**src/rtl/demux_8_steer.sv**
```systemverilog
// Registered 1-to-2 demultiplexer: routes each input word to one of two
// one-entry output channels with independent valid/ready flow control.
module demux_8_steer #(
  parameter int WIDTH = 8,
  parameter int CNT_W = 8
) (
  input  logic             clk,
  input  logic             rst_n,
  input  logic [WIDTH-1:0] in_data,
  input  logic             in_sel,
  input  logic             in_valid,
  output logic             in_ready,
  output logic [WIDTH-1:0] out0_data,
  output logic             out0_valid,
  input  logic             out0_ready,
  output logic [WIDTH-1:0] out1_data,
  output logic             out1_valid,
  input  logic             out1_ready,
  output logic [CNT_W-1:0] cnt0,
  output logic [CNT_W-1:0] cnt1
);

  typedef enum logic {
    EMPTY = 1'b0,
    FULL  = 1'b1
  } ch_state_t;

  ch_state_t        st_p0  [2];
  ch_state_t        st_nxt [2];
  logic [WIDTH-1:0] data_p0 [2];
  logic [CNT_W-1:0] cnt_p0  [2];

  logic [1:0] vld_p0;
  logic [1:0] rdy;
  logic [1:0] drain;
  logic [1:0] load;
  logic       accept;

  // Delivery counters wrap silently; no saturation is wanted.
  function automatic logic [CNT_W-1:0] cnt_wrap_inc(input logic [CNT_W-1:0] c);
    return c + CNT_W'(1);
  endfunction

  assign vld_p0[0] = (st_p0[0] == FULL);
  assign vld_p0[1] = (st_p0[1] == FULL);
  assign rdy       = {out1_ready, out0_ready};
  assign drain     = vld_p0 & rdy;

  // Ready looks only at the selected channel, so a stalled channel never
  // blocks traffic headed for the other one.
  assign in_ready  = ~vld_p0[in_sel] | rdy[in_sel];
  assign accept    = in_valid & in_ready;
  assign load      = {accept & in_sel, accept & ~in_sel};

  // Input -> holding register boundary (p0)
  always_ff @(posedge clk or negedge rst_n) begin
    if (!rst_n) begin
      for (int i = 0; i < 2; i++) begin
        st_p0[i] <= EMPTY;
      end
    end else begin
      for (int i = 0; i < 2; i++) begin
        st_p0[i] <= st_nxt[i];
      end
    end
  end

  always_comb begin
    for (int i = 0; i < 2; i++) begin
      st_nxt[i] = st_p0[i];
      case (st_p0[i])
        EMPTY: if (load[i]) st_nxt[i] = FULL;
        FULL:  if (drain[i] && !load[i]) st_nxt[i] = EMPTY;
        default: st_nxt[i] = EMPTY;
      endcase
    end
  end

  // Data only moves on a load, so idle or X-valued input never reaches outputs.
  always_ff @(posedge clk or negedge rst_n) begin
    if (!rst_n) begin
      for (int i = 0; i < 2; i++) begin
        data_p0[i] <= '0;
      end
    end else begin
      for (int i = 0; i < 2; i++) begin
        if (load[i]) data_p0[i] <= in_data;
      end
    end
  end

  always_ff @(posedge clk or negedge rst_n) begin
    if (!rst_n) begin
      for (int i = 0; i < 2; i++) begin
        cnt_p0[i] <= '0;
      end
    end else begin
      for (int i = 0; i < 2; i++) begin
        if (drain[i]) cnt_p0[i] <= cnt_wrap_inc(cnt_p0[i]);
      end
    end
  end

  assign out0_data  = data_p0[0];
  assign out1_data  = data_p0[1];
  assign out0_valid = vld_p0[0];
  assign out1_valid = vld_p0[1];
  assign cnt0       = cnt_p0[0];
  assign cnt1       = cnt_p0[1];

endmodule
```
**config.mk**
```make
export PLATFORM = sky130hd
export DESIGN_NAME = demux_8_steer
export DESIGN_NICKNAME = d
export VERILOG_FILES = /design/src/rtl/demux_8_steer.sv
export SDC_FILE = /design/constraint.sdc
export NUM_CORES = 1
export LEC_CHECK = 0
export ABC_AREA = 1
export CORE_MARGIN = 8
export CORE_UTILIZATION = 49
export DETAILED_ROUTE_END_ITERATION = 8
export GPL_TIMING_DRIVEN = 0
export PLACE_DENSITY = 0.89
export SYNTH_ARGS = -nofsm -noshare
export SYNTH_HDL_FRONTEND = slang
export SYNTH_SLANG_ARGS = --single-unit
```
**constraint.sdc**
```tcl
create_clock -name clk -period 2.16 [get_ports clk]
set_input_delay 0.432 -clock clk [delete_from_list [all_inputs] [get_ports clk]]
set_output_delay 0.432 -clock clk [all_outputs]
set_load 0.1 [all_outputs]
```
==> impl_metrics.ini, run 1 <==
[status]
run_status = completed

[grt]
grt_max_degree = 35
grtUsageTotal = 0.1323
grt_pass1_wl_um = 5326
grtUsageMet1 = 0.1358
overflow = 0
grt_antenna_before_repair = 0
grt_pass1_vias = 1194
use_met2 = 0.2106
met3_usage = 0.07851
grt-busiest-layer = met2

[synth]
netlist_instances = 161
syn_area_mm2 = 0.001555
postSynthNetCount = 177
yosysUniqueCellTypes = 21
syn_area_per_cell_um2 = 9.660
ys_ff_latch = 34
yosys_warnings = 0
synth_seq_area_share = 0.5471

[job]
drv_cap = 0

[clock_tree]
clkLatencyLatePin_ns = 0.34
cts.clk_slew.worst_paths_ns = 0.10
cts_sinks = 34
post_cts_buffers = 0
hold_buffers = 0
clockBufferDepth = 2
numCtsBuffers = 5
cts_tree = built
root_buffer = clkbuf_4
ctsResizeCount = 42
htreeDepth = 2

[floorplan]
fp.dieH_um = 72.34
io_pins = 49
die_area_mm2 = 0.005232
fp-row-count = 20
die_width_um = 72.34
start_util = 0.5136
coreArea_mm2 = 0.003028

[sta]
fin_setup_tns_ns = 0
fin_crit_sh = 0.9627
fmax_mhz = 480.9
finalSetupViolCount = 0
slew_headroom = 0.3426
skew_ns = 0.007070
final_max_slew_viol_count = 0
holdWs_ns = 0.1456
hold_viol = 0
tightest_slew_ns = 0.9900
fin_crit_ns = 2.079
rsz0062_at_grt = false

[detailed_routing]
vias = 1206
drc = 0
drt-initial-drc-count = 46
viasPerCell = 4.621
dr.pass1.iters = 3
wl_per_cell_um = 12.44
wl_um = 3246
ant_nets = 0

[worst_setup_path]
cp_top_family = buffers and inverters
worstPathArrival_ns = 1.65
max_stage_delay_ns = 0.88
worstPathCellList = dlygate4sd2_1
cp_slowest_cell = dlygate4sd2_1
path_class = reg2out
crit_buf_inv = 1
cp.required_ns = 1.73
cp_max_fo = 5
endpoint_kind = output port
cp-start-kind = register

[cells_and_area]
diodes = 0
nets = 232
final_cells = 261
syn_to_final_growth_pct = 37.17
utilization = 0.7045
n_fill_cell = 240
drive_gt1_frac = 0.1751

[pwr]
combPwrFrac = 0.546
pwr-share-seq = 0.303
cell_internal_pwr_mw = 1.310
ir_worst_vdd_mv = 0.6672
pwr-share-clk = 0.152
power.leakage_nw = 1.135
netSwitchingPower_mw = 1.696
swShare = 0.5642
power_density_mw_per_mm2 = 1409
power_mw = 3.006

[place]
hpwl_um = 2491
portBuffers = 48
routabilityCongestion = 0.7770
place_inst = 253

[worst_hold_path]
min_path_type = in2async
cells in the final DEF (no fill, tap or decap), types with 2 or more instances in the layout:
master	instances
clkdlybuf4s50_1	12
xnor2_1	2
nand2_1	47
dlygate4sd2_1	33
buf_6	2
o21ai_2	16
nand3b_1	2
clkbuf_1	2
clkbuf_4	5
ha_1	2
nand4_1	2
nor2_1	4
nor2_2	3
nand3_1	6
dfrtp_1	34
nand2_2	3
xor2_1	5
inv_1	26
area by class of cell:
class,count,area (µm²),area share
buffer,2,22.52,0.01056
inverter,26,97.59,0.04575
clock buffer,7,45.04,0.02111
timing repair buffer,48,432.9,0.2029
clock inverter,1,30.03,0.01408
tap,44,55.05,0.02581
sequential,34,850.8,0.3988
multi-input combinational,99,599.3,0.2809
power by group through the flow:
stage / clock (mW) / sequential (mW) / combinational (mW)
floorplan: 0 / 1.99 / 0.275
global placement: 0 / 0.926 / 1.74
detailed placement: 0 / 0.931 / 1.76
CTS: 0.469 / 0.914 / 1.66
global route: 0.500 / 0.933 / 1.71
finish: 0.456 / 0.910 / 1.64
routing by layer:
| layer | vias up | routed length (µm) |
|---|---|---|
| met5 | - | 0 |
| met3 | 6 | 401 |
| li1 | 612 | - |
| met1 | 549 | 1321 |
| met2 | 39 | 1475 |
| met4 | 0 | 47 |
state kept, by name, summed over array words and instances, names as in the netlist:
signal      flops
out0_valid      1
out1_data       8
out0_data       8
cnt0            8
cnt1            8
out1_valid      1
path summary, 6_finish.rpt:
path	depth (start not counted)	slack (ns)	to	startpoint
max in group asynchronous	1	1.55	out0_data[2]$_DFFE_PN0P_	rst_n
hold / removal	1	0.15	cnt1[6]$_DFFE_PN0N_	rst_n
setup / recovery	1	0.08	cnt1[3]	cnt1[3]$_DFFE_PN0N_
setup reg to reg	5	0.99	out0_data[3]$_DFFE_PN0P_	out0_valid$_DFF_PN0_
hold reg to reg	2	0.48	out1_data[4]$_DFFE_PN0P_	out1_data[4]$_DFFE_PN0P_
min in group clk	2	0.48	out1_data[4]$_DFFE_PN0P_	out1_data[4]$_DFFE_PN0P_
cell families after synthesis:
group / Yosys count / share of synthesized area
and+or+nand+nor: 71 / 0.2156
adders and majority gates: 2 / 0.01609
buffers and inverters: 28 / 0.07723
DFF: 34 / 0.5471
muxes: 1 / 0.007240
AOI/OAI and AO/OA: 18 / 0.09734
xor gates and xnor gates: 7 / 0.03942
synthesized netlist by cell type, drive strengths merged:
| master | number | area [µm²] |
|---|---|---|
| nand2 | 50 | 195.2 |
| dfrtp | 34 | 850.8 |
| inv | 26 | 97.59 |
| o21ai | 16 | 140.1 |
| nand3 | 8 | 57.56 |
| nor2 | 7 | 33.78 |
| xor2 | 5 | 43.79 |
| buf | 2 | 22.52 |
| ha | 2 | 25.02 |
| nand3b | 2 | 15.01 |
| nand4 | 2 | 12.51 |
| nor3 | 2 | 21.27 |
| xnor2 | 2 | 17.52 |
| a21oi | 1 | 5.000 |
| a31oi | 1 | 6.260 |
| mux2 | 1 | 11.26 |
stage by stage:
step / area [µm²] / worst slack (ns)
after global routing: 2133 / 0.01897
final: 2133 / 0.08051
after detailed placement: 2101 / -0.7420
after CTS: 2133 / 0.05970
after floorplan: 1570 / 0.06947
after global placement: 2106 / -0.7115
(Power assumes the default switching activity.)
==> run 2, diff against run 1 <==
--- a/config.mk
+++ b/config.mk
@@ -9,8 +9,10 @@
 export CORE_MARGIN = 8
 export CORE_UTILIZATION = 49
 export DETAILED_ROUTE_END_ITERATION = 8
+export GPL_ROUTABILITY_DRIVEN = 0
 export GPL_TIMING_DRIVEN = 0
-export PLACE_DENSITY = 0.89
+export HOLD_SLACK_MARGIN = 0.12
+export PLACE_DENSITY = 0.88
 export SYNTH_ARGS = -nofsm -noshare
 export SYNTH_HDL_FRONTEND = slang
 export SYNTH_SLANG_ARGS = --single-unit
==> impl_metrics.ini, run 2 (synthesis gave the netlist of run 1 again) <==
[floorplan]
io_pins = 49
coreArea_mm2 = 0.003028
start_util = 0.5136
die_area_mm2 = 0.005232
fp.dieH_um = 72.34
fp-row-count = 20
die_width_um = 72.34

[clock_tree]
clkLatencyLatePin_ns = 0.34
clockBufferDepth = 2
cts_sinks = 34
hold_buffers = 0
htreeDepth = 2
cts.clk_slew.worst_paths_ns = 0.10
cts_tree = built
numCtsBuffers = 5
root_buffer = clkbuf_4

[worst_setup_path]
worstPathCellList = dlygate4sd2_1
cp_top_family = buffers and inverters
cp-endpoint = cnt1[3]
endpoint_kind = output port
worstReg2RegEnd = out0_data[3]$_DFFE_PN0P_
max_stage_delay_ns = 0.89
startpoint = cnt1[3]$_DFFE_PN0N_
cp_slowest_cell = dlygate4sd2_1
reg2regPathDepth = 5
cp.depth = 1
crit_buf_inv = 1
cp-start-kind = register
path_class = reg2out
r2r-start = out0_valid$_DFF_PN0_
cp_max_fo = 5
reg2reg_setup_slack_ns = 1.00
worstPathArrival_ns = 1.68
cp.required_ns = 1.73

[cells_and_area]
n_fill_cell = 251
drive_gt1_frac = 0.1797
layout_common_cells = nand2_1 (47), dfrtp_1 (34), dlygate4sd2_1 (33), inv_1 (26), o21ai_2 (16)
layout_commonest_cell = nand2_1
syn_to_final_growth_pct = 36.20
diodes = 0
final_area_mm2 = 0.002118
nets = 232

[sta]
hold_viol = 0
holdWs_ns = 0.1374
setup_slack_ns = 0.05040
final_max_slew_viol_count = 0
tightest_slew_ns = 0.9824
fin_crit_ns = 2.110
rsz0062_at_grt = false
fmax_mhz = 474.0
slew_headroom = 0.3477
fin_crit_sh = 0.9767
skew_ns = 0.008240
fin_setup_tns_ns = 0
finalSetupViolCount = 0

[pwr]
pwr-share-seq = 0.315
netSwitchingPower_mw = 1.696
pwr-share-clk = 0.126
swShare = 0.5814
power_mw = 2.917
ir_worst_vdd_mv = 0.6932
cell_internal_pwr_mw = 1.221
power.leakage_nw = 1.131
power_density_mw_per_mm2 = 1377
combPwrFrac = 0.559

[worst_hold_path]
min_path_type = in2async

[grt]
grtUsageTotal = 0.1292
met3_usage = 0.07438
grt_max_degree = 35
grt_pass1_wl_um = 5292
grt_pass1_vias = 1209
grtUsageMet1 = 0.1254
grt-busiest-layer = met2
grt_antenna_before_repair = 0
overflow = 0
use_met2 = 0.2126

[place]
post-place-ws_ns = -0.7210
hpwl_um = 2460
portBuffers = 48
placed_area_mm2 = 0.002101

[detailed_routing]
drt-initial-drc-count = 43
drc = 0
vias = 1227
wl_per_cell_um = 12.21
dr.pass1.iters = 4
ant_nets = 0
viasPerCell = 4.701
wl_um = 3188

[job]
drv_cap = 0

[status]
run_status = completed
-- run 2: metal layers --
metal  vias up  part of all wire
li1        616                 -
met3         8              0.12
met5         -                 0
met1       564              0.40
met4         0             0.019
met2        39              0.46
-- run 2: through the flow --
stage,utilization,instances
finish,0.6996,261
global route,0.6996,261
CTS,0.6988,261
detailed placement,0.6938,253
global placement,0.6955,253
floorplan,-,161
-- run 2: worst min path at each step --
stage,cells past startpoint,end
2_1_floorplan,0,cnt0[0]$_DFFE_PN0N_
3_3_place_gp,2,out1_data[4]$_DFFE_PN0P_
3_5_place_dp,2,out0_data[7]$_DFFE_PN0P_
4_1_cts,1,cnt1[6]$_DFFE_PN0N_
5_1_grt,1,out0_data[1]$_DFFE_PN0P_
6_report,1,cnt1[6]$_DFFE_PN0N_
-- run 2: repair_timing --
action / CTS / global route
endpoints found under the setup margin: 35 / 1
gates resized for setup: 41 / 1
setup buffers: 0 / 0
-- run 2: power by group through the flow --
| stage | Sequential [mW] | Combinational (mW) | Clock, mW |
|---|---|---|---|
| after floorplan | 1.99 | 0.275 | 0 |
| after global placement | 0.929 | 1.74 | 0 |
| after detailed placement | 0.937 | 1.75 | 0 |
| after CTS | 0.920 | 1.65 | 0.375 |
| after global routing | 0.940 | 1.71 | 0.402 |
| final | 0.919 | 1.63 | 0.366 |
-- run 2: cell type report --
type	instances	area (µm²)	area share
buffer	2	22.52	0.01063
sequential	34	850.8	0.4017
clock buffer	7	55.05	0.02599
timing repair buffer	48	432.9	0.2044
multi-input combinational	99	599.3	0.2829
clock inverter	1	5.005	0.002363
tap	44	55.05	0.02599
inverter	26	97.59	0.04607
==> run 3, diff against run 2 <==
--- a/config.mk
+++ b/config.mk
@@ -8,6 +8,7 @@
 export ABC_AREA = 1
 export CORE_MARGIN = 8
 export CORE_UTILIZATION = 49
+export CTS_CLUSTER_DIAMETER = 100
 export DETAILED_ROUTE_END_ITERATION = 8
 export GPL_ROUTABILITY_DRIVEN = 0
 export GPL_TIMING_DRIVEN = 0
==> results of run 3 <==
Same layout as run 2: the final DEF is identical, and so are final timing and power.
